### src/rtl/i2c_reg_ctrl.sv
// Register-write sequencer between the i2c slave byte stream and the LED register file.
// The first byte of each write selects a register; the bytes after it fill registers in order.
module i2c_reg_ctrl #(
  parameter int REG_AW = 4,
  parameter bit WRAP   = 1'b1
) (
  input  logic              clk,
  input  logic              reset,
  input  logic [7:0]        data_i,
  input  logic              data_valid_i,
  input  logic              start_i,
  input  logic              stop_i,
  input  logic [REG_AW-1:0] rd_addr_i,
  output logic [7:0]        rd_data_o,
  input  logic              busy_i,
  output logic              update_o,
  output logic              err_o,
  output logic [REG_AW-1:0] ptr_o
);

  localparam int                NUM_REGS  = 2 ** REG_AW;
  localparam logic [8:0]        PTR_LIMIT = 9'(NUM_REGS);
  localparam logic [REG_AW-1:0] PTR_MAX   = '1;
  localparam logic [REG_AW-1:0] PTR_ONE   = REG_AW'(1);

  typedef enum logic [1:0] {
    ST_IDLE,
    ST_GET_PTR,
    ST_WRITE,
    ST_DISCARD
  } state_t;

  state_t            state, state_nxt;
  logic [7:0]        regs [NUM_REGS];
  logic [REG_AW-1:0] ptr, ptr_nxt;
  logic              dirty, dirty_nxt;
  logic              pending, pending_nxt;
  logic              update_nxt, err_nxt;
  logic              wr_en;
  logic              fire_req, want_update;

  // A byte arriving with a start strobe is dropped; one arriving with a stop is still used.
  always_comb begin
    state_nxt = state;
    ptr_nxt   = ptr;
    err_nxt   = 1'b0;
    wr_en     = 1'b0;

    if (data_valid_i && !start_i) begin
      case (state)
        ST_GET_PTR: begin
          if ({1'b0, data_i} < PTR_LIMIT) begin
            ptr_nxt   = data_i[REG_AW-1:0];
            state_nxt = ST_WRITE;
          end else begin
            err_nxt   = 1'b1;
            state_nxt = ST_DISCARD;
          end
        end
        ST_WRITE: begin
          wr_en = 1'b1;
          if (ptr == PTR_MAX) begin
            if (WRAP) ptr_nxt = '0;
            else      state_nxt = ST_DISCARD;
          end else begin
            ptr_nxt = ptr + PTR_ONE;
          end
        end
        default: ;
      endcase
    end

    if (stop_i)       state_nxt = ST_IDLE;
    else if (start_i) state_nxt = ST_GET_PTR;
  end

  // A request that cannot go out right now (driver busy, or a pulse just issued) is parked in
  // pending; later dirty stops merge into it, and it fires once busy_i is seen low.
  always_comb begin
    fire_req    = stop_i && (dirty || wr_en);
    want_update = pending || fire_req;
    update_nxt  = 1'b0;
    pending_nxt = pending;
    dirty_nxt   = dirty || wr_en;

    if (fire_req) dirty_nxt = 1'b0;

    if (want_update) begin
      if (!busy_i && !update_o) begin
        update_nxt  = 1'b1;
        pending_nxt = 1'b0;
      end else begin
        pending_nxt = 1'b1;
      end
    end
  end

  always_ff @(posedge clk) begin
    if (reset) begin
      state    <= ST_IDLE;
      ptr      <= '0;
      dirty    <= 1'b0;
      pending  <= 1'b0;
      update_o <= 1'b0;
      err_o    <= 1'b0;
      for (int i = 0; i < NUM_REGS; i++) regs[i] <= 8'h00;
    end else begin
      state    <= state_nxt;
      ptr      <= ptr_nxt;
      dirty    <= dirty_nxt;
      pending  <= pending_nxt;
      update_o <= update_nxt;
      err_o    <= err_nxt;
      if (wr_en) regs[ptr] <= data_i;
    end
  end

  assign rd_data_o = regs[rd_addr_i];
  assign ptr_o     = ptr;

endmodule

### config.mk
export PLATFORM = sky130hd
export DESIGN_NAME = i2c_reg_ctrl
export DESIGN_NICKNAME = d
export VERILOG_FILES = /design/src/rtl/i2c_reg_ctrl.sv
export SDC_FILE = /design/constraint.sdc
export NUM_CORES = 1
export LEC_CHECK = 0
export ABC_AREA = 1
export ABC_CLOCK_PERIOD_IN_PS = 3200
export CELL_PAD_IN_SITES_DETAIL_PLACEMENT = 1
export CELL_PAD_IN_SITES_GLOBAL_PLACEMENT = 1
export CORE_ASPECT_RATIO = 0.5
export CORE_MARGIN = 1.5
export CORE_UTILIZATION = 50
export CTS_BUF_LIST = sky130_fd_sc_hd__clkbuf_4 sky130_fd_sc_hd__clkbuf_8 sky130_fd_sc_hd__clkbuf_16
export DETAILED_ROUTE_END_ITERATION = 8
export PLACE_DENSITY = 0.84
export RECOVER_POWER = 50
export REMOVE_ABC_BUFFERS = 1
export SETUP_SLACK_MARGIN = 0.3
export SLEW_MARGIN = 20
export SYNTH_ARGS = -nofsm -noshare
export SYNTH_HDL_FRONTEND = slang
export SYNTH_SLANG_ARGS = --single-unit
### constraint.sdc
create_clock -name clk -period 3.2 [get_ports clk]
set_input_delay 0.32 -clock clk [delete_from_list [all_inputs] [get_ports clk]]
set_output_delay 0.32 -clock clk [all_outputs]
set_load 0.05 [all_outputs]
# Word level (Yosys, flattened, before mapping)
# Memories as Yosys holds them, arrays and structs flattened.
# Index checks and enable logic that the tools add are counted.
dict set report word_totals {
  register_bits 10
  out_inout_bits 14
  mem_count 1
  elab_cells 57
  ram_bits 128
}
# name depth word_bits read_ports rd_clocked_by_memory_dff wr line_no
set memory_table {}
lappend memory_table {regs 16 8 1 0 16 34} ;# logic [7:0] regs [NUM_REGS];
dict set report classes {
  addsub 1
  n_reduce_logical 20
  bitwise_logic 3
  muxes 20
  eq_ne 4
  n_lt_le_gt_ge 1
}
# operator n
set ops {}
lappend ops {{$mux 1} 15}
lappend ops {{$mux 4} 3}
lappend ops {{$lt 8x5->1 const B} 1}
lappend ops {{$mux 8} 1}
lappend ops {{$pmux 4 s2} 1}
lappend ops {{$reduce_or 8->1} 1}
lappend ops {{$reduce_bool 2->1} 3}
lappend ops {{$reduce_or 2->1} 3}
lappend ops {{$reduce_or 3->1} 2}
lappend ops {{$add 4x1->4 const B} 1}
lappend ops {{$eq 4x4->1 const B} 1}
lappend ops {{$reduce_and 2->1} 2}
lappend ops {{$logic_and 1x1->1} 3}
lappend ops {{$logic_not 1->1} 3}
lappend ops {{$not 1->1} 3}
lappend ops {{$reduce_and 3->1} 1}
lappend ops {{$eq 2x1->1 const B} 1}
lappend ops {{$eq 2x2->1 const B} 1}
lappend ops {{$logic_or 1x1->1} 2}
lappend ops {{$ne 2x2->1 const B} 1}

# Depth between registers and ports, before layout
dict set report logic_depth {
  depth_word 8
  depth_mapped 9
  depth_no_buf 9
}

# Worst setup path after synthesis
# Ideal clock, no wire load.
dict set report synth_path {
  path_kind {flip-flop to flip-flop}
  start {register ptr[0] (netlist: ptr_o[0])}
  end {memory regs[10][0] (enable)}
  setup_slack_ps 1311
  setup_time_ps 302
  t_arrival_ps 1587
  path_stages_with_launch 7
  t_required_ps 2898
  path_cell_list {dfxtp_1 -> inv_1 -> ha_1 -> inv_1 -> nor2_8 -> nand2_2 -> nand2_1}
}
# item line_no
set synth_rtl {}
lappend synth_rtl {{start: declaration} 35} ;# logic [REG_AW-1:0] ptr, ptr_nxt;
lappend synth_rtl {{start signal: assignment} 109} ;# ptr <= ptr_nxt;
lappend synth_rtl {{end: declaration} 34}

==> results.yml <==
sta:
  setup_viol: 0
  fin_skew_ns: 0.00806
  hold_viol: 0
  worstMarginPinSlew_ns: 0.907
  finalMaxSlewViolations: 0
  grt_setup_unrepaired: "false"
  timing.fmax_mhz: 365
  finalSetupTns_ns: 0
  period_minus_slack_ns: 2.74
  layout_setup_ws_ns: 0.459
  period_share_pct: 85.6
  relSlewSlack_pct: 39.5
floorplan:
  start_util_pct: 52.4
  die_w_um: 168
  die_y_um: 85.5
  core_area_um2: 13000
  io_pins: 32
  rows: 29
  die_area_um2: 14400
clock_network:
  clock-sinks: 138
  clk_latency_ns: 0.42
  hold_buffers: 0
  path_clk_slew_ns: 0.06
  clock_path_buffers: 2
  cts-resized-gates: 0
  cts_buffers: 17
  root_buffer: "clkbuf_16"
  cts_tree: "yes"
  post-cts-setup-buffers: 0
  h-tree-depth: 4
placement:
  place.gp.congestion: 0.856
  placed_area_um2: 7330
  post-dp-hpwl_um: 13200
  pre_cts_ws_ns: 0.786
  port_buffers: 31
logic_synthesis:
  ys_ff_latch: 138
  ys_top_cells_by_area: "edfxtp_1 56%, nand2_1 11%, nor2_1 9.2%"
  synth_xor_area_share_pct: 0
  ys_types: 25
  synth_top_area_share_pct: 56.4
  synthMuxAreaShare_pct: 0
  yosys.area_share.adder_pct: 0.735
  seq_area_frac_synth_pct: 59.4
  synth_top_family_by_area: "simple AND/OR/NAND/NOR gates"
  yosys.area_share.simple_pct: 31.6
  yosysTopAreaCell: "edfxtp_1"
  netlist_area_um2: 6810
  avgSynthCellArea_um2: 8.70
  synth-compound-area-share_pct: 0.514
  yosysWarningCount: 0
  syn_inst: 783
pwr:
  pwr-share-clk_pct: 45.5
  switching_share_pct: 24.5
  p_int_w: 0.00341
  powerDensity_nw_per_um2: 574
  ir_drop_v: 0.000321
  leakage_nw: 3.57
  power_frac_seq_pct: 45.2
  power.switching_w: 0.00111
  power_frac_comb_pct: 9.3
  power_w: 0.00452
routing:
  first_pass_iters: 5
  wl_per_cell_um: 21.1
  drc: 0
  drt_iter0_drc: 496
  viasPerCell: 5.58
  num_vias: 5520
  ant_nets: 0
  routed_wl_um: 20900
grt:
  grt.busiest_layer: "met2"
  grt_max_degree: 72
  met2_usage_pct: 52.0
  first_global_vias: 5774
  use_met3_pct: 7.66
  grt-ovfl-total: 0
  grt_usage_pct: 31.3
  grt_pass1_wl_um: 32600
  grtUsageMet1_pct: 40.2
  grt_antenna_before_repair: 0
outcome:
  status: "complete, no violations"
worst_setup_path:
  worstPathMaxFanout: 9
  end_kind: "register"
  r2r_cells: 9
  reg2reg_to: "regs[6][7]"
  worst_setup_path_start_kind: "input pin"
  critPathRequiredTime_ns: 3.28
  r2r_start: "state[0]"
  crit_start: "data_valid_i"
  r2r_slack_ns: 0.56
  arrival_ns: 2.82
  worstSetupPathType: "in -> reg"
hold_path:
  hold_class: "reg -> reg"
  min_to: "dirty"
  holdPathStages: 2
  worstHoldStart: "dirty"
final_layout:
  drive_above_1_share_pct: 9.02
  fillers: 1509
  antenna_cells: 0
  fin_area_um2: 7880
  nets: 829
  syn2layout_area_growth_pct: 15.7
run:
  maxCapViolations: 0
## kinds of logic (layout without fill, tap and decap cells)
| kind of cell | after synthesis | in the layout |
|---|---|---|
| flops | 138 | 138 |
| buf+inv | 138 | 175 |
| simple gates | 497 | 497 |
| fa+ha+maj | 4 | 4 |
| compound gates | 6 | 6 |
## per-layer routing
metal,up-vias,wire [µm]
met3,51,1720
met4,0,550
met2,240,9910
li1,2522,-
met5,-,0
met1,2707,8690
## synthesized netlist by cell type
cell type	number
nand2_2	17
nor2_2	1
clkbuf_1	23
edfxtp_1	128
nand2_4	1
nor2_4	1
nor2_1	167
nor3_1	1
clkinv_1	2
o21ai_0	2
clkinv_2	1
inv_1	98
inv_2	3
a211oi_1	2
ha_1	4
nand4_1	2
or2_2	16
nand3_1	94
a21oi_1	2
nand2_8	1
nor2_8	3
buf_1	4
nand2_1	193
dfxtp_1	10
buf_2	7
## cells in the final DEF (no fill, tap or decap), drive strengths merged, types with 2 or more instances in the layout
| cell type | n |
|---|---|
| buf | 17 |
| a211oi | 2 |
| dfxtp | 10 |
| nand3 | 94 |
| nand4 | 2 |
| o21ai | 2 |
| clkdlybuf4s50 | 19 |
| edfxtp | 128 |
| nand2 | 212 |
| nor2 | 172 |
| clkbuf | 20 |
| clkinvlp | 2 |
| or2 | 16 |
| dlygate4sd3 | 3 |
| a21oi | 2 |
| clkinv | 10 |
| inv | 101 |
| bufinv | 3 |
| ha | 4 |
## worst max path at each step
stage              endpoint  cells past startpoint
6_report         regs[6][7]                      9
5_1_grt          regs[6][7]                      9
4_1_cts        rd_data_o[5]                      8
3_5_place_dp    regs[13][0]                      9
3_3_place_gp     regs[5][7]                      9
2_1_floorplan  rd_data_o[6]                      6
## power groups by stage
stage | logic, W | clock network, W | registers (W)
global placement | 0.000400 | 0 | 0.00207
CTS | 0.000422 | 0.00206 | 0.00204
finish | 0.000422 | 0.00206 | 0.00204
detailed placement | 0.000413 | 0 | 0.00208
floorplan | 0.000214 | 0 | 0.00207
global route | 0.000452 | 0.00212 | 0.00205
## per-stage QoR
step | util, % | hold WS (ns) | std cells
finish | 60.7 | 0.468 | 990
global placement | 56.5 | 0.460 | 958
global route | 60.7 | 0.497 | 990
floorplan | - | 0.398 | 749
detailed placement | 56.5 | 0.457 | 958
CTS | 61.1 | 0.467 | 990
## cell type report
cell class                 instances  area, µm²  share of cell area, %
tap                              170        213                   2.70
clock buffer                      20        454                   5.76
sequential                       138       4040                   51.3
timing repair buffer              39        445                   5.65
inverter                         104        392                   4.97
clock inverter                    12        149                   1.89
multi-input combinational        507       2180                   27.7
## sequential cells by signal, summed over array words and instances, names as in the netlist
register,count
dirty,1
err_o,1
pending,1
ptr_o,4
regs,128
state,2
update_o,1
## worst max-delay path: stages
cell	delay, ns
dlygate4sd3_1	0.55
inv_1	0.05
nor2_1	0.27
nand2_4	0.12
clkinvlp_2	0.12
nand2_1	0.37
nor2_8	0.26
nand2_1	0.32
nand2_1	0.45
Power figures use the tool's default switching activity.
